$ cat src/rtl/uart_cmd_rx.sv
// 8N1 UART receiver assembling header/a/b commands; cmd_valid rises 1 cycle after the last stop sample.
// No backpressure on rx: a command completing while one is held and not accepted is dropped (overrun).
module uart_cmd_rx #(
  parameter int CLKS_PER_BIT = 16,
  parameter int TIMEOUT_BITS = 32
) (
  input  logic       clock,
  input  logic       reset,
  input  logic       rx,
  input  logic       cmd_ready,
  output logic       cmd_valid,
  output logic [2:0] cmd_opcode,
  output logic [7:0] cmd_a,
  output logic [7:0] cmd_b,
  output logic       frame_error,
  output logic       cmd_error,
  output logic       overrun,
  output logic       busy
);

  localparam int HALF     = CLKS_PER_BIT / 2;
  localparam int CNT_W    = $clog2(CLKS_PER_BIT);
  localparam int TO_LIMIT = TIMEOUT_BITS * CLKS_PER_BIT;
  localparam int TO_W     = $clog2(TO_LIMIT + 1);

  localparam logic [4:0] HDR_TAG = 5'b10101;
  localparam logic [1:0] IDX_HDR = 2'd0;
  localparam logic [1:0] IDX_A   = 2'd1;
  localparam logic [1:0] IDX_B   = 2'd2;

  localparam logic [CNT_W-1:0] CNT_HALF = CNT_W'(HALF - 1);
  localparam logic [CNT_W-1:0] CNT_FULL = CNT_W'(CLKS_PER_BIT - 1);
  localparam logic [TO_W-1:0]  TO_LAST  = TO_W'(TO_LIMIT - 1);

  typedef enum logic [1:0] {S_IDLE, S_START, S_DATA, S_STOP} rx_state_e;

  // ---------------------------------------------------------------------------
  // Synchroniser and start-edge detection
  // ---------------------------------------------------------------------------
  logic       sync1_q, sync2_q, prev_q, armed_q;
  logic [1:0] fill_q;
  logic       rx_s;
  logic       start_det;

  always_ff @(posedge clock or negedge reset) begin
    if (!reset) begin
      sync1_q <= 1'b1;
      sync2_q <= 1'b1;
      prev_q  <= 1'b1;
      fill_q  <= 2'b00;
      armed_q <= 1'b0;
    end else begin
      sync1_q <= rx;
      sync2_q <= sync1_q;
      prev_q  <= sync2_q;
      fill_q  <= {fill_q[0], 1'b1};
      // Arm only on a high level that came from the line, not from the reset value.
      if (fill_q[1] && sync2_q) armed_q <= 1'b1;
    end
  end

  assign rx_s = sync2_q;

  // ---------------------------------------------------------------------------
  // Bit receiver FSM
  // ---------------------------------------------------------------------------
  rx_state_e        state_q, state_d;
  logic [CNT_W-1:0] cnt_q;
  logic [2:0]       bit_q;
  logic [7:0]       shift_q;
  logic             tick;
  logic             cnt_half, cnt_load, shift_en, byte_ok, byte_bad;

  assign tick      = (cnt_q == '0);
  assign start_det = armed_q && prev_q && !rx_s && (state_q == S_IDLE);

  always_ff @(posedge clock or negedge reset) begin
    if (!reset) state_q <= S_IDLE;
    else        state_q <= state_d;
  end

  always_comb begin
    state_d = state_q;
    unique case (state_q)
      S_IDLE:  if (start_det) state_d = S_START;
      S_START: if (tick) state_d = rx_s ? S_IDLE : S_DATA;
      S_DATA:  if (tick && bit_q == 3'd7) state_d = S_STOP;
      S_STOP:  if (tick) state_d = S_IDLE;
      default: state_d = S_IDLE;
    endcase
  end

  always_comb begin
    cnt_half = 1'b0;
    cnt_load = 1'b0;
    shift_en = 1'b0;
    byte_ok  = 1'b0;
    byte_bad = 1'b0;
    unique case (state_q)
      S_IDLE:  cnt_half = start_det;
      S_START: cnt_load = tick;
      S_DATA: begin
        shift_en = tick;
        cnt_load = tick;
      end
      S_STOP: begin
        byte_ok  = tick && rx_s;
        byte_bad = tick && !rx_s;
      end
      default: ;
    endcase
  end

  always_ff @(posedge clock or negedge reset) begin
    if (!reset) begin
      cnt_q   <= '0;
      bit_q   <= '0;
      shift_q <= '0;
    end else begin
      if (cnt_half)      cnt_q <= CNT_HALF;
      else if (cnt_load) cnt_q <= CNT_FULL;
      else if (!tick)    cnt_q <= cnt_q - 1'b1;

      if (cnt_half) begin
        bit_q <= '0;
      end else if (shift_en) begin
        shift_q <= {rx_s, shift_q[7:1]};
        bit_q   <= bit_q + 1'b1;
      end
    end
  end

  // ---------------------------------------------------------------------------
  // Command assembler, inter-byte timeout and output handshake
  // ---------------------------------------------------------------------------
  logic [1:0]      idx_q, idx_d;
  logic [2:0]      op_q, op_d;
  logic [7:0]      a_q, a_d;
  logic [TO_W-1:0] to_cnt_q, to_cnt_d;
  logic            vld_q, vld_d;
  logic [2:0]      opc_q, opc_d;
  logic [7:0]      ca_q, ca_d, cb_q, cb_d;
  logic            fe_q, fe_d, ce_q, ce_d, ov_q, ov_d;
  logic            to_expire;

  // A start edge in the expiry cycle wins over the timeout.
  assign to_expire = (idx_q != IDX_HDR) && (to_cnt_q == TO_LAST) && !start_det && !byte_ok;

  always_comb begin
    idx_d    = idx_q;
    op_d     = op_q;
    a_d      = a_q;
    vld_d    = vld_q;
    opc_d    = opc_q;
    ca_d     = ca_q;
    cb_d     = cb_q;
    fe_d     = byte_bad;
    ce_d     = 1'b0;
    ov_d     = 1'b0;
    to_cnt_d = to_cnt_q;

    if (vld_q && cmd_ready) vld_d = 1'b0;

    if (byte_bad) begin
      idx_d = IDX_HDR;
    end else if (byte_ok) begin
      unique case (idx_q)
        IDX_HDR: begin
          if (shift_q[7:3] == HDR_TAG) begin
            op_d  = shift_q[2:0];
            idx_d = IDX_A;
          end else begin
            ce_d = 1'b1;
          end
        end
        IDX_A: begin
          a_d   = shift_q;
          idx_d = IDX_B;
        end
        IDX_B: begin
          idx_d = IDX_HDR;
          if (vld_q && !cmd_ready) begin
            ov_d = 1'b1;
          end else begin
            vld_d = 1'b1;
            opc_d = op_q;
            ca_d  = a_q;
            cb_d  = shift_q;
          end
        end
        default: idx_d = IDX_HDR;
      endcase
    end else if (to_expire) begin
      idx_d = IDX_HDR;
      ce_d  = 1'b1;
    end

    if (idx_q == IDX_HDR || start_det || byte_ok) to_cnt_d = '0;
    else if (to_cnt_q != TO_LAST)                 to_cnt_d = to_cnt_q + 1'b1;
  end

  always_ff @(posedge clock or negedge reset) begin
    if (!reset) begin
      idx_q    <= IDX_HDR;
      op_q     <= '0;
      a_q      <= '0;
      to_cnt_q <= '0;
      vld_q    <= 1'b0;
      opc_q    <= '0;
      ca_q     <= '0;
      cb_q     <= '0;
      fe_q     <= 1'b0;
      ce_q     <= 1'b0;
      ov_q     <= 1'b0;
    end else begin
      idx_q    <= idx_d;
      op_q     <= op_d;
      a_q      <= a_d;
      to_cnt_q <= to_cnt_d;
      vld_q    <= vld_d;
      opc_q    <= opc_d;
      ca_q     <= ca_d;
      cb_q     <= cb_d;
      fe_q     <= fe_d;
      ce_q     <= ce_d;
      ov_q     <= ov_d;
    end
  end

  assign cmd_valid   = vld_q;
  assign cmd_opcode  = opc_q;
  assign cmd_a       = ca_q;
  assign cmd_b       = cb_q;
  assign frame_error = fe_q;
  assign cmd_error   = ce_q;
  assign overrun     = ov_q;
  assign busy        = (state_q != S_IDLE) || (idx_q != IDX_HDR);

endmodule
$ cat config.mk
export PLATFORM = sky130hd
export DESIGN_NAME = uart_cmd_rx
export DESIGN_NICKNAME = d
export VERILOG_FILES = /design/src/rtl/uart_cmd_rx.sv
export SDC_FILE = /design/constraint.sdc
export NUM_CORES = 1
export LEC_CHECK = 0
export BUFFER_PORTS_ARGS = -buffer_cell sky130_fd_sc_hd__buf_2
export CAP_MARGIN = 30
export CELL_PAD_IN_SITES_DETAIL_PLACEMENT = 1
export CELL_PAD_IN_SITES_GLOBAL_PLACEMENT = 1
export CORE_MARGIN = 2
export CORE_UTILIZATION = 52
export CTS_CLUSTER_SIZE = 8
export DETAILED_ROUTE_END_ITERATION = 8
export PLACE_DENSITY_LB_ADDON = 0.05
export SLEW_MARGIN = 20
export SYNTH_ARGS = -nofsm -noshare
export SYNTH_HDL_FRONTEND = slang
export SYNTH_SLANG_ARGS = --single-unit
$ cat constraint.sdc
create_clock -name clock -period 5.11 [get_ports clock]
set_input_delay 1.022 -clock clock [delete_from_list [all_inputs] [get_ports clock]]
set_output_delay 1.022 -clock clock [all_outputs]
set_load 0.05 [all_outputs]
==> summary.md, run 1 <==
| Metric | Value |
|---|---|
| Status | completed |
| Max Slew Vio Count | 0 |
| Vias in the first global route | slightly above 2000 |
| Power per cell area | between 300 and 400 nW/µm² |
| TNS Setup | 0 ps |
| Final #Nets | 270 |
| Crit-path max FO | 5 |
| Dominant cell type by area after synthesis | dfrtp_1 |
| Post-Syn Nets | about 240 |
| CTS Buffer Depth | 2 |
| Syn_area_per_cell | around 13 µm² |
| Worst Max-Slew Pin Slew | about 800 ps |
| Via count | 1857 |
| Final WL | just under 6 mm |
| Mapped Cells | 225 |
| Routed WL per cell | between 15 and 20 µm |
| CTS tree | built |
| Period utilisation layout | a little under 50% |
| Inserted Diodes | 0 |
| WHS | approximately 360 ps |
| Final HPWL DP | 3.96 mm |
| Max Fclk | about 400 MHz |
| RSZ-0062 raised after global routing | false |
| YS warnings | 0 |
| Commonest non-fill, non-tap cell in the layout | dfrtp_1 |
| Cell chain of the critical path | inv_1 -> ha_1 -> nand2_1 -> buf_2 |
| Post-route ant nets | 0 |
| Die area | approximately 6400 µm² |
| Number of synthesized register bits | a little under 70 |
| Worst path max stage delay | between 400 and 500 ps |
| Layout area overhead | 12.1% |
| Placed cell area | around 3200 µm² |
| Reg-to-reg endpoint | cmd_a[0] |
| Worst EP required | 4090 ps |
| Worst-skew pair later-pin latency | between 300 and 400 ps |
| Most frequent cells in the layout | 66 x dfrtp_1, 29 x mux2_2, 27 x buf_2, 16 x nor2_1, 10 x mux2_4 |
| Vias per cell | 5.56 |
| Final Power | roughly 0.0013 W |
| FF-to-FF Start | cnt_q[0] |
| Hold Crit Class | reg2reg |
| Root Buffer | clkbuf_8 |
| Clock skew | 14.1 ps |
| Die height | ~80 µm |
| # DRC | 0 |
| Reg2reg path depth | 6 |
| CP max-delay cell | dfrtp_1 |
| Netlist Area Pre-Place | approximately 3000 µm² |
| Initial antenna violation count | 0 |
| Combinational power share | around 17% |
| Total congestion overflow | 0 |
| Register area share after synthesis | roughly 58% |
| WP data arrival | ~1500 ps |
| Clock network power share | 34.1% |
| Crit path time final | around 2500 ps |
| Peak supply drop | 0.000318 V |
| Startpoint Class | flip-flop |
| Filler Cell Count | ~570 |
| Largest net degree at the start of global routing | 37 |
| Gr usage total | 20.6% |
| Hold Vio Cnt, Final | 0 |
| Rel. slew slack | about 48% |
| Share of cells above drive strength 1 | 34.7% |
| H-tree levels | 3 |
| Final Cell Area | approximately 3400 µm² |
| Net Sw Frac | between 20% and 30% |
| IO Port Bufs | 27 |
| First-pass GRT wire length | 9.97 mm |
| Area of the multi-input gates | around 1200 µm² |
| Dpl ws | approximately 2800 ps |
| CTS hold repair buffers | 0 |
| 1st-iter DRT viols | 74 |
| Sequential Area | between 1500 and 2000 µm² |
| Crit Path Category | reg2out |
| Final Setup Violations | 0 |
| Post-CTS sizing | 0 |
| Leak | between 1.5 and 2 nW |
| Post-CTS Setup Bufs | 0 |
| Final WS setup | ~2600 ps |
| Top cell type's share of synthesized area | 54.9% |
| GPL Wtd Cong | ~0.75 |
| First-pass iteration count of the detailed router | 4 |
| Cell row count | 27 |
| Crit path capture | busy |
| Number of CTS-inserted buffers | 9 |
| Psw | roughly 0.00037 W |
| Worst R2R Setup Slack | approximately 2800 ps |
| Clk slew on worst S/H paths | about 70 ps |
| Core area | 5540 µm² |
| Io pins | 28 |
| Pint | between 0.0008 and 0.0009 W |
| Ranking of synthesized cells by area | dfrtp_1 55%, mux2_2 11%, mux2_4 5.0% |
| Crit path from | state_q[0] |
| Die Wd | 80.1 µm |
| Max_cap viols | 0 |
| Worst Setup End Kind | output port |
| Sequential share of power | 49.4% |
| Cell variety after synth | between 40 and 50 |
| Initial Utilization | 54.3% |
| CTS sink count | 69 |
registers in the layout (all words and copies together), names as in the netlist, 4 cells and up, named ones only:
signal	cells
to_cnt_q	10
a_q	8
cmd_a	8
shift_q	8
cnt_q	4
cmd_b	8
critical path, delay by kind of cell, from the launching register on:
family	cells	cell delay [ps]
flip-flops	1	420
adder cells (fa/ha/maj)	1	260
AND/OR/NAND/NOR	1	80
buffers and inverters	2	380
kinds of logic (layout without fill, tap and decap cells):
group	count (synthesis)	count (layout)	synth area share, %
flip-flops	69	69	57.5
AND/OR/NAND/NOR	67	67	13.6
multiplexers	43	43	17.2
AO/OA/AOI/OAI	20	20	4.41
buffers and inverters	14	51	2.87
adder cells (fa/ha/maj)	9	9	3.74
XOR/XNOR	2	2	0.582
other	1	1	0.125
layout make-up:
cell class	instances	area share [%]
multi-input combinational	142	35.3
timing repair buffer	28	4.23
tap	72	2.67
clock buffer	9	3.67
sequential	69	51.3
clock inverter	7	1.97
inverter	7	0.780
power groups by stage:
stage	combinational, W	clock [W]	sequential, W
2_1_floorplan	0.000150	0	0.000619
3_3_place_gp	0.000194	0	0.000626
5_1_grt	0.000232	0.000457	0.000622
4_1_cts	0.000209	0.000434	0.000618
3_5_place_dp	0.000203	0	0.000628
6_report	0.000206	0.000426	0.000618
worst min-delay path by stage:
stage | from | end | slack [ps] | cells after the start
final | fill_q[0] | fill_q[1] | 360 | 0
after global routing | sync1_q | rx_s | 370 | 0
after CTS | fill_q[0] | fill_q[1] | 370 | 0
after detailed placement | fill_q[0] | fill_q[1] | 350 | 0
after global placement | fill_q[0] | fill_q[1] | 340 | 0
after floorplan | fill_q[0] | fill_q[1] | 330 | 0
routing by layer:
metal	GRT usage (%)	part of all wire (%)
met4	7.63	1.7
met1	26.6	47
met3	4.49	3.0
met2	34.0	49
met5	0	0
cells in the mapped netlist, drive strengths merged:
cell type  instances
and4               4
mux2              39
xnor2              2
nor3b              2
o31ai              1
o31a               1
ha                 9
a222oi             1
nor2              16
inv                7
nand4b             2
conb               1
a41o               1
nand3              6
nor3               7
dfrtp             66
nand4              2
a31o               1
a211oi             1
dfstp              3
a21oi              4
nor4b              1
and3               6
nor2b              2
o21ai              5
buf                4
nand2b             2
or3                2
a21boi             1
o211ai             1
mux2i              4
nand2              8
nand3b             3
clkbuf             3
or3b               1
a31oi              2
a21o               1
and2               3
stage by stage:
step,utilization [%],std cells
2_1_floorplan,-,225
3_3_place_gp,57.4,318
3_5_place_dp,57.4,318
4_1_cts,60.8,334
5_1_grt,60.8,334
6_report,60.8,334
(Power assumes the default switching activity.)
==> run 2, diff against run 1 <==
- CORE_UTILIZATION: 52 -> 43
- clock period: 5.11 -> 2 ns (I/O delays scaled with it)
==> run 2 against run 1 <==
- first-iteration DRC count is 32% lower
- sequential power grew to 2.6 times the previous value
- global-route usage is 3.7 points lower
- combinational power grew to 3.5 times the previous value
- total power grew to 2.9 times the previous value
- cell count is 13% higher
- highest routed layer unchanged
- non-clock buffer count is 20 higher
- largest cell class unchanged
- critical path type is now reg2reg
- critical path depth is 3 higher
- setup slack worse by 2500 ps
==> summary.md, run 2 (synthesized netlist as in run 1, its figures left out) <==
| Metric | Value |
|---|---|
| Status | completed |
| Hold Crit Class | in2reg |
| Final Setup Violations | 0 |
| Endpoint, Worst Hold | sync1_q |
| Dpl cells | roughly 360 |
| Die area | around 7700 µm² |
| Power per cell area | 966 nW/µm² |
| Layout area overhead | 22.8% |
| Placed cell area | 3350 µm² |
| CTS Buffer Depth | 2 |
| 1st-iter DRT viols | 50 |
| Final HPWL DP | 3.87 mm |
| Leak | 1.96 nW |
| Vias in the first global route | ~2100 |
| Hold Startpoint | rx |
| Io pins | 28 |
| Worst EP required | between 2000 and 2500 ps |
| CTS sink count | 69 |
| Hold Vio Cnt, Final | 0 |
| Die Wd | 87.6 µm |
| Root Buffer | clkbuf_8 |
| Inserted Diodes | 0 |
| Largest register by flop count | to_cnt_q |
| First-pass iteration count of the detailed router | 4 |
| GPL Wtd Cong | approximately 0.76 |
| Reg2reg path depth | 7 |
| Share of cells above drive strength 1 | about 40% |
| Worst R2R Setup Slack | ~99 ps |
| Core area | between 6000 and 7000 µm² |
| Area of the multi-input gates | between 1000 and 1500 µm² |
| Non-filler cells, final | roughly 380 |
| # DRC | 0 |
| Most frequent cells in the layout | 65 x dfrtp_1, 29 x mux2_2, 26 x buf_2, 16 x nor2_1, 16 x buf_4 |
| Startpoint Class | flip-flop |
| Largest net degree at the start of global routing | between 50 and 60 |
| Cell row count | 30 |
| Peak supply drop | around 0.00042 V |
| Final #Nets | 290 |
| Worst-skew pair later-pin latency | about 340 ps |
| FF-to-FF Start | cnt_q[0] |
| IO Port Bufs | 27 |
| Crit Path Category | reg2reg |
| Vias per cell | ~5.1 |
| Crit-path max FO | 5 |
| Gr usage total | ~17% |
| Filler Cell Count | just over 700 |
| Post-route ant nets | 0 |
| Reg-to-reg endpoint | op_q[1] |
| Via count | just under 2000 |
| Clock skew | between 8 and 9 ps |
| Crit path time final | between 1500 and 2000 ps |
| First-pass GRT wire length | around 9.9 mm |
| Sequential Area | ~1700 µm² |
| Worst Setup End Kind | flip-flop |
| Commonest non-fill, non-tap cell in the layout | dfrtp_1 |
| Max_cap viols | 0 |
| Number of CTS-inserted buffers | 9 |
| Max Slew Vio Count | 0 |
| Initial Utilization | between 40% and 50% |
| Worst hold path stage count | 1 |
| Max reg flops | 10 |
| RSZ-0062 raised after global routing | false |
| CTS tree | built |
| WP data arrival | about 2100 ps |
| Die height | between 80 and 90 µm |
| Initial antenna violation count | 0 |
| H-tree levels | 3 |
| Total congestion overflow | 0 |
| Routed WL per cell | around 16 µm |
| Max Fclk | approximately 530 MHz |
| Period utilisation layout | around 95% |
| Final Cell Area | between 3000 and 4000 µm² |
| Clk slew on worst S/H paths | 80 ps |
| Final WL | ~5.9 mm |
run 2: cell type report:
class,instances,share of cell area (%)
multi-input cells,142,33.1
inverters,7,0.711
well taps,96,3.25
clock inverters,6,2.57
repair buffers,48,10.0
clock buffers,10,3.46
flip-flops and latches,69,46.9
run 2: power breakdown:
group / switching, W / internal, W
sequential: 0.0000984 / 0.00149
clock: 0.000549 / 0.000714
combinational: 0.000353 / 0.000369
run 2: worst max-delay path, cell delays in order, from the launching register on:
cell     delay [ps]
dfrtp_1         400
inv_2            80
ha_4            140
nor3b_4         200
and3_4          260
nor4b_4         190
buf_4           170
mux2_2          340
run 2: timing repair:
item / 4_1_cts / 5_1_grt
gates cloned: 0 / 2
setup buffers: 1 / 3
pin swaps: 0 / 3
endpoints found under the hold margin: 15 / 0
hold buffers: 1 / 0
gates resized for setup: 2 / 8
endpoints found under the setup margin: 14 / 36
run 2: per-layer routing:
layer	vias up	part of all wire, %	global-route usage, %
met3	7	2.9	4.43
met4	0	1.1	5.45
met1	991	45	21.2
met2	20	51	28.4
met5	-	0	0
li1	907	-	-
run 2: how the worst max path moves through the flow:
stage	cells past startpoint	to	start
floorplan	9	cmd_a[0]	cnt_q[0]
global placement	6	flip-flop	state_q[0]
detailed placement	6	op_q[1]	cnt_q[0]
CTS	8	cmd_a[3]	cnt_q[0]
global route	5	busy	state_q[0]
finish	7	op_q[1]	cnt_q[0]
run 2: stage by stage:
| step | total power [W] | hold WS [ps] | setup TNS [ps] | setup slack (ps) | utilization, % |
|---|---|---|---|---|---|
| after detailed placement | 0.00223 | 332 | -15.7 | -7.42 | 49.4 |
| final | 0.00357 | 156 | 0 | 98.5 | 54.4 |
| after CTS | 0.00353 | 135 | 0 | 20.0 | 53.0 |
| after global routing | 0.00378 | 131 | 0 | 14.1 | 54.4 |
| after floorplan | 0.00196 | 104 | 0 | 68.9 | - |
| after global placement | 0.00221 | 332 | 0 | 79.0 | 49.4 |
